--- src/rtl/alu_exec_unit_if.sv ---
// rtl/alu_exec_unit_if.sv - instruction/result bundle between ID/EX and alu_exec_unit
interface alu_exec_unit_if #(
    parameter int DATA_WIDTH = 32,
    parameter int SHAMT_W    = 5
);
    logic                  in_valid;
    logic                  in_ready;
    logic [5:0]            opcode;
    logic [5:0]            funct;
    logic [SHAMT_W-1:0]    shamt;
    logic [DATA_WIDTH-1:0] op_a;
    logic [DATA_WIDTH-1:0] op_b;
    logic                  out_valid;
    logic                  wr_en;
    logic [DATA_WIDTH-1:0] result;
    logic                  zero;
    logic                  overflow;
    logic                  busy;

    modport master (
        output in_valid, opcode, funct, shamt, op_a, op_b,
        input  in_ready, out_valid, wr_en, result, zero, overflow, busy
    );

    modport slave (
        input  in_valid, opcode, funct, shamt, op_a, op_b,
        output in_ready, out_valid, wr_en, result, zero, overflow, busy
    );
endinterface

--- src/rtl/alu_exec_unit.sv ---
// rtl/alu_exec_unit.sv - MIPS execute stage with iterative mult/div and HI/LO (option: ALU_OVERFLOW_TRAP_EN)
module alu_exec_unit #(
    parameter int DATA_WIDTH = 32,
    parameter int SHAMT_W    = 5
) (
    input  logic           clk,
    input  logic           reset,
    alu_exec_unit_if.slave bus
);
    localparam int W = DATA_WIDTH;

`ifdef ALU_OVERFLOW_TRAP_EN
    localparam logic TRAP_EN = 1'b1;
`else
    localparam logic TRAP_EN = 1'b0;
`endif

    localparam logic [5:0] OP_RTYPE = 6'h00, OP_REGIMM = 6'h01, OP_BEQ  = 6'h04, OP_BNE   = 6'h05;
    localparam logic [5:0] OP_BLEZ  = 6'h06, OP_BGTZ   = 6'h07, OP_ADDI = 6'h08, OP_ADDIU = 6'h09;
    localparam logic [5:0] OP_SLTI  = 6'h0a, OP_SLTIU  = 6'h0b, OP_ANDI = 6'h0c, OP_ORI   = 6'h0d;
    localparam logic [5:0] OP_LUI   = 6'h0f, OP_LW     = 6'h23, OP_SW   = 6'h2b;

    localparam logic [5:0] F_SLL  = 6'h00, F_SRL   = 6'h02, F_SRA  = 6'h03, F_MFHI = 6'h10;
    localparam logic [5:0] F_MTHI = 6'h11, F_MFLO  = 6'h12, F_MTLO = 6'h13, F_MULT = 6'h18;
    localparam logic [5:0] F_MULTU = 6'h19, F_DIV  = 6'h1a, F_DIVU = 6'h1b, F_ADD  = 6'h20;
    localparam logic [5:0] F_ADDU = 6'h21, F_SUB   = 6'h22, F_SUBU = 6'h23, F_AND  = 6'h24;
    localparam logic [5:0] F_OR   = 6'h25, F_XOR   = 6'h26, F_NOR  = 6'h27, F_SLT  = 6'h2a;
    localparam logic [5:0] F_SLTU = 6'h2b;

    typedef enum logic [1:0] {S_IDLE, S_MUL, S_DIV, S_FIX} state_t;

    state_t               state;
    logic                 in_ready_q, busy_q, out_valid_q, wr_en_q, zero_q, overflow_q;
    logic [W-1:0]         result_q, hi_q, lo_q;
    // Shared engine registers: mult uses acc_hi as running upper product and acc_lo as the
    // shifting multiplier; div uses acc_hi as partial remainder and acc_lo as dividend/quotient.
    logic [W-1:0]         acc_hi, acc_lo, mcand, a_raw;
    logic [SHAMT_W-1:0]   cnt;
    logic                 is_div, neg_q, neg_r, div_zero;

    logic [W-1:0] a, b, sum, diff, mag_a, mag_b;
    logic         add_ovf, sub_ovf, lt_s, lt_u, a_pos_nz;
    logic [W-1:0] dec_res;
    logic         dec_wr, dec_ovf, dec_mthi, dec_mtlo, dec_mul, dec_div, dec_signed;
    logic [W:0]   mul_sum, div_shift, div_diff;
    logic [2*W-1:0] prod_fix;
    logic [W-1:0] fix_hi, fix_lo;

    assign a        = bus.op_a;
    assign b        = bus.op_b;
    assign sum      = a + b;
    assign diff     = a - b;
    assign add_ovf  = (a[W-1] == b[W-1]) && (sum[W-1] != a[W-1]);
    assign sub_ovf  = (a[W-1] != b[W-1]) && (diff[W-1] != a[W-1]);
    assign lt_s     = $signed(a) < $signed(b);
    assign lt_u     = a < b;
    assign a_pos_nz = !a[W-1] && (a != '0);
    assign mag_a    = (dec_signed && a[W-1]) ? -a : a;
    assign mag_b    = (dec_signed && b[W-1]) ? -b : b;

    // Opcode/funct decode into a single-cycle result plus control for the iterative engine
    always_comb begin
        dec_res = '0; dec_wr = 1'b0; dec_ovf = 1'b0; dec_mthi = 1'b0; dec_mtlo = 1'b0;
        dec_mul = 1'b0; dec_div = 1'b0; dec_signed = 1'b0;
        case (bus.opcode)
            OP_RTYPE: begin
                case (bus.funct)
                    F_SLL:   begin dec_res = b << bus.shamt;            dec_wr = 1'b1; end
                    F_SRL:   begin dec_res = b >> bus.shamt;            dec_wr = 1'b1; end
                    F_SRA:   begin dec_res = $signed(b) >>> bus.shamt;  dec_wr = 1'b1; end
                    F_MFHI:  begin dec_res = hi_q;                      dec_wr = 1'b1; end
                    F_MFLO:  begin dec_res = lo_q;                      dec_wr = 1'b1; end
                    F_MTHI:  dec_mthi = 1'b1;
                    F_MTLO:  dec_mtlo = 1'b1;
                    F_MULT:  begin dec_mul = 1'b1; dec_signed = 1'b1; end
                    F_MULTU: dec_mul = 1'b1;
                    F_DIV:   begin dec_div = 1'b1; dec_signed = 1'b1; end
                    F_DIVU:  dec_div = 1'b1;
                    F_ADD:   begin dec_res = sum;  dec_wr = 1'b1; dec_ovf = add_ovf; end
                    F_ADDU:  begin dec_res = sum;  dec_wr = 1'b1; end
                    F_SUB:   begin dec_res = diff; dec_wr = 1'b1; dec_ovf = sub_ovf; end
                    F_SUBU:  begin dec_res = diff; dec_wr = 1'b1; end
                    F_AND:   begin dec_res = a & b;    dec_wr = 1'b1; end
                    F_OR:    begin dec_res = a | b;    dec_wr = 1'b1; end
                    F_XOR:   begin dec_res = a ^ b;    dec_wr = 1'b1; end
                    F_NOR:   begin dec_res = ~(a | b); dec_wr = 1'b1; end
                    F_SLT:   begin dec_res = {{(W-1){1'b0}}, lt_s}; dec_wr = 1'b1; end
                    F_SLTU:  begin dec_res = {{(W-1){1'b0}}, lt_u}; dec_wr = 1'b1; end
                    default: ;
                endcase
            end
            OP_REGIMM: dec_res = {{(W-1){1'b0}}, a[W-1]};
            OP_BEQ, OP_BNE: dec_res = diff;
            OP_BLEZ:  dec_res = {{(W-1){1'b0}}, !a_pos_nz};
            OP_BGTZ:  dec_res = {{(W-1){1'b0}}, a_pos_nz};
            OP_ADDI:  begin dec_res = sum; dec_wr = 1'b1; dec_ovf = add_ovf; end
            OP_ADDIU, OP_LW: begin dec_res = sum; dec_wr = 1'b1; end
            OP_SW:    dec_res = sum;
            OP_SLTI:  begin dec_res = {{(W-1){1'b0}}, lt_s}; dec_wr = 1'b1; end
            OP_SLTIU: begin dec_res = {{(W-1){1'b0}}, lt_u}; dec_wr = 1'b1; end
            OP_ANDI:  begin dec_res = a & b; dec_wr = 1'b1; end
            OP_ORI:   begin dec_res = a | b; dec_wr = 1'b1; end
            OP_LUI:   begin dec_res = b << (W/2); dec_wr = 1'b1; end
            default: ;
        endcase
    end

    // One engine step per cycle, and the final sign correction applied in FIX
    always_comb begin
        mul_sum   = {1'b0, acc_hi} + (acc_lo[0] ? {1'b0, mcand} : {(W+1){1'b0}});
        div_shift = {acc_hi, acc_lo[W-1]};
        div_diff  = div_shift - {1'b0, mcand};
        prod_fix  = neg_q ? -{acc_hi, acc_lo} : {acc_hi, acc_lo};
        if (is_div) begin
            fix_lo = div_zero ? '1    : (neg_q ? -acc_lo : acc_lo);
            fix_hi = div_zero ? a_raw : (neg_r ? -acc_hi : acc_hi);
        end else begin
            fix_lo = prod_fix[W-1:0];
            fix_hi = prod_fix[2*W-1:W];
        end
    end

    // Control FSM, engine datapath, HI/LO and registered outputs
    always_ff @(posedge clk) begin
        if (reset) begin
            state <= S_IDLE;
            in_ready_q <= 1'b0; busy_q <= 1'b0; out_valid_q <= 1'b0; wr_en_q <= 1'b0;
            zero_q <= 1'b0; overflow_q <= 1'b0; result_q <= '0; hi_q <= '0; lo_q <= '0;
            acc_hi <= '0; acc_lo <= '0; mcand <= '0; a_raw <= '0; cnt <= '0;
            is_div <= 1'b0; neg_q <= 1'b0; neg_r <= 1'b0; div_zero <= 1'b0;
        end else begin
            out_valid_q <= 1'b0;
            wr_en_q     <= 1'b0;
            case (state)
                S_IDLE: begin
                    in_ready_q <= 1'b1;
                    if (bus.in_valid && in_ready_q) begin
                        if (dec_mul || dec_div) begin
                            state      <= dec_mul ? S_MUL : S_DIV;
                            in_ready_q <= 1'b0;
                            busy_q     <= 1'b1;
                            acc_hi     <= '0;
                            acc_lo     <= dec_mul ? mag_b : mag_a;
                            mcand      <= dec_mul ? mag_a : mag_b;
                            a_raw      <= a;
                            cnt        <= SHAMT_W'(W-1);
                            is_div     <= dec_div;
                            neg_q      <= dec_signed && (a[W-1] ^ b[W-1]);
                            neg_r      <= dec_signed && a[W-1];
                            div_zero   <= dec_div && (b == '0);
                        end else begin
                            out_valid_q <= 1'b1;
                            result_q    <= dec_res;
                            zero_q      <= (dec_res == '0);
                            overflow_q  <= TRAP_EN & dec_ovf;
                            wr_en_q     <= dec_wr & ~(TRAP_EN & dec_ovf);
                            if (dec_mthi) hi_q <= a;
                            if (dec_mtlo) lo_q <= a;
                        end
                    end
                end
                S_MUL: begin
                    acc_hi <= mul_sum[W:1];
                    acc_lo <= {mul_sum[0], acc_lo[W-1:1]};
                    cnt    <= cnt - 1'b1;
                    if (cnt == '0) state <= S_FIX;
                end
                S_DIV: begin
                    if (!div_diff[W]) begin
                        acc_hi <= div_diff[W-1:0];
                        acc_lo <= {acc_lo[W-2:0], 1'b1};
                    end else begin
                        acc_hi <= div_shift[W-1:0];
                        acc_lo <= {acc_lo[W-2:0], 1'b0};
                    end
                    cnt <= cnt - 1'b1;
                    if (cnt == '0) state <= S_FIX;
                end
                default: begin
                    hi_q        <= fix_hi;
                    lo_q        <= fix_lo;
                    result_q    <= fix_lo;
                    zero_q      <= (fix_lo == '0);
                    overflow_q  <= 1'b0;
                    out_valid_q <= 1'b1;
                    busy_q      <= 1'b0;
                    in_ready_q  <= 1'b1;
                    state       <= S_IDLE;
                end
            endcase
        end
    end

    assign bus.in_ready  = in_ready_q;
    assign bus.busy      = busy_q;
    assign bus.out_valid = out_valid_q;
    assign bus.wr_en     = wr_en_q;
    assign bus.result    = result_q;
    assign bus.zero      = zero_q;
    assign bus.overflow  = overflow_q;
endmodule
--- src/flat_wrapper.sv ---
// flat-port wrapper written by rule: the top's interface ports become plain ports
module alu_exec_unit_flat 
#(
    parameter int DATA_WIDTH = 32,
    parameter int SHAMT_W    = 5
)
  (clk, reset, bus_in_valid, bus_opcode, bus_funct, bus_shamt, bus_op_a, bus_op_b, bus_in_ready, bus_out_valid, bus_wr_en, bus_result, bus_zero, bus_overflow, bus_busy);
  alu_exec_unit_if #(.DATA_WIDTH(DATA_WIDTH), .SHAMT_W(SHAMT_W)) bus_i ();
  input  logic clk;
  input  logic reset;
  input wire logic [$bits(bus_i.in_valid)-1:0] bus_in_valid;
  input wire logic [$bits(bus_i.opcode)-1:0] bus_opcode;
  input wire logic [$bits(bus_i.funct)-1:0] bus_funct;
  input wire logic [$bits(bus_i.shamt)-1:0] bus_shamt;
  input wire logic [$bits(bus_i.op_a)-1:0] bus_op_a;
  input wire logic [$bits(bus_i.op_b)-1:0] bus_op_b;
  output wire logic [$bits(bus_i.in_ready)-1:0] bus_in_ready;
  output wire logic [$bits(bus_i.out_valid)-1:0] bus_out_valid;
  output wire logic [$bits(bus_i.wr_en)-1:0] bus_wr_en;
  output wire logic [$bits(bus_i.result)-1:0] bus_result;
  output wire logic [$bits(bus_i.zero)-1:0] bus_zero;
  output wire logic [$bits(bus_i.overflow)-1:0] bus_overflow;
  output wire logic [$bits(bus_i.busy)-1:0] bus_busy;
  assign bus_i.in_valid = bus_in_valid;
  assign bus_i.opcode = bus_opcode;
  assign bus_i.funct = bus_funct;
  assign bus_i.shamt = bus_shamt;
  assign bus_i.op_a = bus_op_a;
  assign bus_i.op_b = bus_op_b;
  assign bus_in_ready = bus_i.in_ready;
  assign bus_out_valid = bus_i.out_valid;
  assign bus_wr_en = bus_i.wr_en;
  assign bus_result = bus_i.result;
  assign bus_zero = bus_i.zero;
  assign bus_overflow = bus_i.overflow;
  assign bus_busy = bus_i.busy;
  alu_exec_unit #(.DATA_WIDTH(DATA_WIDTH), .SHAMT_W(SHAMT_W)) u_core (.clk(clk), .reset(reset), .bus(bus_i));
endmodule
--- config.mk ---
export PLATFORM = sky130hd
export DESIGN_NAME = alu_exec_unit_flat
export DESIGN_NICKNAME = d
export VERILOG_FILES = /design/src/rtl/alu_exec_unit_if.sv /design/src/rtl/alu_exec_unit.sv /design/src/flat_wrapper.sv
export SDC_FILE = /design/constraint.sdc
export NUM_CORES = 2
export LEC_CHECK = 0
export CORE_ASPECT_RATIO = 1.1
export CORE_MARGIN = 1.5
export CORE_UTILIZATION = 50
export CTS_CLUSTER_SIZE = 10
export DETAILED_ROUTE_END_ITERATION = 16
export PLACE_DENSITY = 0.68
export SYNTH_ARGS = -nofsm -noshare
export SYNTH_HDL_FRONTEND = slang
export SYNTH_SLANG_ARGS = --single-unit
--- constraint.sdc ---
create_clock -name clk -period 5.35 [get_ports clk]
set_input_delay 0.8025 -clock clk [delete_from_list [all_inputs] [get_ports clk]]
set_output_delay 0.8025 -clock clk [all_outputs]
set_load 0.05 [all_outputs]
# == Word level (Yosys, flattened, before mapping) ==
# Cells that the tools add are included.
# word_totals
ff_bits,241
latch_bits,0
mem_bits_rw,0
romBits,0
elab_cells,189
mem_count,0
# op_classes
add_sub_neg,10
multipliers,0
n_div,0
magnitude_cmp,2
n_eq_ne,42
n_shift,3
mux,67
bitwise_logic,8
reduce_logical,38
# ops
cell,count
two-way mux 32 bit,24
case mux 32 bit (13 select lines),1
case mux 32 bit (11 select lines),1
case mux 32 bit (2 select lines),3
case mux 32 bit (3 select lines),2
negation 32 bit,4
zero test 32 bit,3
"equality test 6 bit, second input constant",12
less-than comparator 32 bit,2
two-way mux 64 bit,1
negation 64 bit,1
"equality test 6 x 5 -> 1 bit, second input constant",8
"equality test 6 x 4 -> 1 bit, second input constant",7
adder 32 x 33 -> 33 bit,1
subtractor 33 x 32 -> 33 bit,1
adder 32 bit,1
AND 32 bit,1
inverter 32 bit,1
bitwise OR 32 bit,1
nonzero test 32 bit,1
left shift 32 x 5 -> 32 bit,1
>> shifter 32 x 5 -> 32 bit,1
>>> shifter 32 x 5 -> 32 bit,1
subtractor 32 bit,1
31 further kinds,90

# == Depth between registers and ports, before layout ==
# depth
ltp_word,10
ltp_mapped,16
depth_no_buf,15

# == Worst setup path after synthesis ==
# No wires, ideal clock.
# synth_timing
path_kind,input to register
from,input bus_op_b[1]
to,"register u_core.zero_q, in the netlist u_core.bus.zero"
arrival_time_ns,4.274
path_slack_ns,0.981
cell_stages,14
path_cell_list,clkbuf_1 inv_1 fa_1 nand2b_1 a211oi_1 o2111ai_1 a31oi_2 a41o_1 a2bb2oi_1 o211ai_1 a31oi_1 o221ai_1 or4_1 o41ai_2
# synth_via
elab_chain_len,8
word_cells_on_any_way,17
# synth_rtl
item,line_no,source
"start, declared",flat_wrapper.sv:16,input wire logic [$bits(bus_i.op_b)-1:0] bus_op_b;
"parallel branches: the longest is 3 deep, another holds subtractor 32 bit",--,
case mux 32 bit (11 select lines) (*),alu_exec_unit.sv:65,case (bus.opcode)
zero test 32 bit (*),alu_exec_unit.sv:154,zero_q <= (dec_res == '0);
two-way mux 1 bit (*),alu_exec_unit.sv:138,if (dec_mul || dec_div) begin
two-way mux 1 bit (*),alu_exec_unit.sv:137,if (bus.in_valid && in_ready_q) begin
case mux 1 bit (2 select lines) (*),alu_exec_unit.sv:134,case (state)
"end signal, assigned",alu_exec_unit.sv:154,
"end signal, assigned",alu_exec_unit.sv:183,zero_q <= (fix_lo == '0);
"end, declared",alu_exec_unit.sv:33,"logic in_ready_q, busy_q, out_valid_q, wr_en_q, zero_q, overflow_q;"
# Mark *: on every way between the ends. The select of a mux whose other input is x is not followed.
# A chain may end at the register's enable or synchronous reset.

# == Worst setup path after layout ==
# layout_timing
from,input bus_op_b[13]
to,"register u_core.zero_q, in the netlist u_core.bus.zero"
# The elaborated chain is that of the path after synthesis.

==> summary.md <==
| Metric | Value |
|---|---|
| Status | complete, no violations |
| Cell area after layout | 0.03471 mm2 |
| GPL Wtd Cong | 1.135 |
| PortBufs | 120 |
| Crit path max fanout | 5 |
| DP Worst Slack | 13.56 ps |
| Power Internal | 3.482 mW |
| Startpoint types | input port |
| Fmax | 202.1 MHz |
| Buffer depth of the longest clock path | 3 |
| Iter 0 DRT Violations | 5817 |
| Critical path required time | 5830 ps |
| # setup viols final | 0 |
| Synthesized area per cell | 7.049 um2 |
| Setup bufs post-CTS | 0 |
| Async SR Flop Fraction | 0% |
| GRT overflow | 0 |
| H-tree Lvls | 1 |
| Placement Cell Area | 0.03395 mm2 |
| Netlist cell types | 100 |
| Wire per inst | 31.98 um |
| Cell taking the most area after synthesis | dfxtp_1 |
| Synth cell count leaders | nand2_1 (538), nor2_1 (462), a21oi_1 (364) |
| Initial antenna violation count | 13 |
| Final worst path period share | 92.50% |
| CTS tree | yes |
| Fillcell total | 5707 |
| Mapped Area | 0.03031 mm2 |
| Design Power | 5.735 mW |
| Gr usage total | 51.92% |
| Core box area | 0.05986 mm2 |
| Multi-input gate area | 0.02339 mm2 |
| First-pass GRT wire length | 237500 um |
| CTS sink count | 240 |
| Proportion of power drawn by combinational gates | 38.2% |
| Post-DRT Antenna Nets | 0 |
| Slew Viols, Final | 0 |
| Post_cts resized | 0 |
| Number of synthesized flops with an enable pin | 0 |
| Slew HR | 19.36% |
| Clock Power Share | 30.0% |
| Clock buffer count from CTS | 28 |
| Die area | 0.06211 mm2 |
| YS warnings | 0 |
| Final WL | 167000 um |
| Top-Level Pins | 122 |
| Top cells by area, synth | dfxtp_1 (16%), ha_1 (7.0%), nand2_1 (6.7%) |
| Post-Route Utilization | 57.98% |
| Pwr Density | 165.2 mW/mm2 |
| Critical R2R Capture | u_core.acc_hi[4] |
| Initial core utilization | 50.63% |
| Launch point of the critical path | bus_op_b[13] |
| Final Non-Filler Cells | 5221 |
| Total negative slack | 0 ps |
| Vias in the first global route | 34235 |
| Min-delay worst type | flip-flop to flip-flop |
| Placement Rows | 94 |
| Hold Crit Start | u_core.bus.result[29] |
| Final setup margin | 401.0 ps |
| Arr. time, crit path | 5430 ps |
| Top FF cell, synth | dfxtp_1 |
| RSZ-0062 raised after global routing | no |
| Area Overhead vs Synth | 14.52% |
| R2R setup slack | 540 ps |
| Reg clk slew, reported paths | 60 ps |
| Placed Cells incl. Taps | 5180 |
| Post-Route Skew | 32.69 ps |
| Layout cells sized above 1 | 12.89% |
| Min Tclk post-route | 4949 ps |
| WHS Path Cells | 2 |
| Drt drc | 0 |
| Net switching power | 2.253 mW |
| Die width | 237.8 um |
| Slew @ Worst Pin | 1204 ps |
| Syn Inst Count | 4300 |
| Final hold vios | 0 |
| Vias per cell | 7.148 |
| Reg area | 0.004808 mm2 |
| Cell count of the worst reg-to-reg path | 17 |
| FF+latch count, synth | 240 |
| Seq/Total Area, Yosys | 15.85% |
| Reg-to-reg critical path startpoint | u_core.acc_lo[31] |
| Most numerous cell in the Yosys netlist | nand2_1 |
| Die Span Y | 261.2 um |
| Hold_ws | 455.9 ps |
| Fin nets | 4700 |
| Hold EP | u_core.bus.result[29] |
| First-pass DRT Iterations | 8 |
| Clock root cell | clkbuf_16 |
| Pleak | 13.35 nW |
| Hold_buf cts | 0 |
| Final HPWL DP | 129900 um |
| VDD IR max | 0.0002414 V |
| Crit path capture type | flip-flop |
| Mapped Nets | 4558 |
| Sequential power share | 31.8% |
| Worst skew pair latency | 580 ps |
| Max Cap Viol | 0 |
| Vias | 37321 |
| Net Sw Frac | 39.29% |
| Crit Path Class | input port to flip-flop |
| Largest net degree at the start of global routing | 123 |
| Yosys top cell area share | 15.85% |
## how the worst max path moves through the flow
stage,slack (ps),depth (start not counted),end
6_report,400,13,u_core.bus.zero
5_1_grt,240,15,u_core.bus.zero
4_1_cts,620,16,u_core.bus.zero
3_5_place_dp,10,16,u_core.bus.zero
3_3_place_gp,110,16,u_core.bus.zero
2_1_floorplan,980,14,u_core.bus.zero
## power by group through the flow
stage / clock, mW / sequential (mW) / combinational [mW]
after global routing: 1.76 / 1.83 / 2.23
after floorplan: 0 / 1.89 / 1.11
after detailed placement: 0 / 1.86 / 2.04
final: 1.72 / 1.83 / 2.19
after global placement: 0 / 1.86 / 2.06
after CTS: 1.70 / 1.83 / 2.06
## routing by layer
| layer | part of all wire [%] | wire length [um] | GRT usage (%) | vias up |
|---|---|---|---|---|
| li1 | - | - | - | 16083 |
| met1 | 36 | 59350 | 61.54 | 17507 |
| met2 | 41 | 68010 | 76.58 | 2927 |
| met3 | 13 | 22190 | 16.01 | 798 |
| met4 | 10 | 17400 | 44.43 | 6 |
| met5 | 0.022 | 36 | 0 | - |
## flip-flops by register name, summed over array words and instances (netlist names)
| register | flops |
|---|---|
| u_core.hi_q | 32 |
| u_core.acc_lo | 32 |
| u_core.bus.busy | 1 |
| u_core.bus.result | 32 |
| u_core.state | 2 |
| u_core.neg_r | 1 |
| u_core.bus.out_valid | 1 |
| u_core.lo_q | 32 |
| u_core.div_zero | 1 |
| u_core.cnt | 5 |
| u_core.is_div | 1 |
| u_core.bus.zero | 1 |
| u_core.acc_hi | 32 |
| u_core.a_raw | 32 |
| u_core.bus.wr_en | 1 |
| u_core.mcand | 32 |
| u_core.bus.in_ready | 1 |
| u_core.neg_q | 1 |
## cells by family after synthesis
kind of cell | count (synthesis) | share of synthesized area (%)
buffers and inverters | 557 | 7.344
AOI/OAI and AO/OA | 1408 | 31.34
xor gates and xnor gates | 226 | 6.530
and+or+nand+nor | 1476 | 21.95
muxes | 218 | 9.692
adders and majority gates | 174 | 7.282
DFF | 240 | 15.85
other | 1 | 0.01237
## area by class of cell
type,instances,area share (%)
Antenna cell,7,0.05046
Tap cell,768,2.768
Clock buffer,32,2.062
Multi-Input combinational cell,3503,67.39
Timing Repair Buffer,495,11.93
Sequential cell,240,13.85
Clock inverter,2,0.07209
Inverter,174,1.882
## worst max-delay path, cell delays in order
cell	delay, ps
clkdlybuf4s50_1	740
inv_1	140
ha_1	440
nor4_1	330
a21boi_0	380
o31ai_1	200
a2111oi_2	770
o311ai_0	320
a211o_1	350
a211oi_1	210
nor4b_1	270
nand4_1	150
o41ai_2	320
## cells in the final DEF, fill, tap and decap left out, drive strengths merged, types with 112 or more instances in the layout
cell,instances
inv,172
a211oi,148
a21oi,364
ha,170
o21ai,225
dfxtp,240
nand2,538
mux2i,121
buf,383
nor2,463
clkdlybuf4s50,112
xnor2,173
Power figures use the tool's default switching activity.
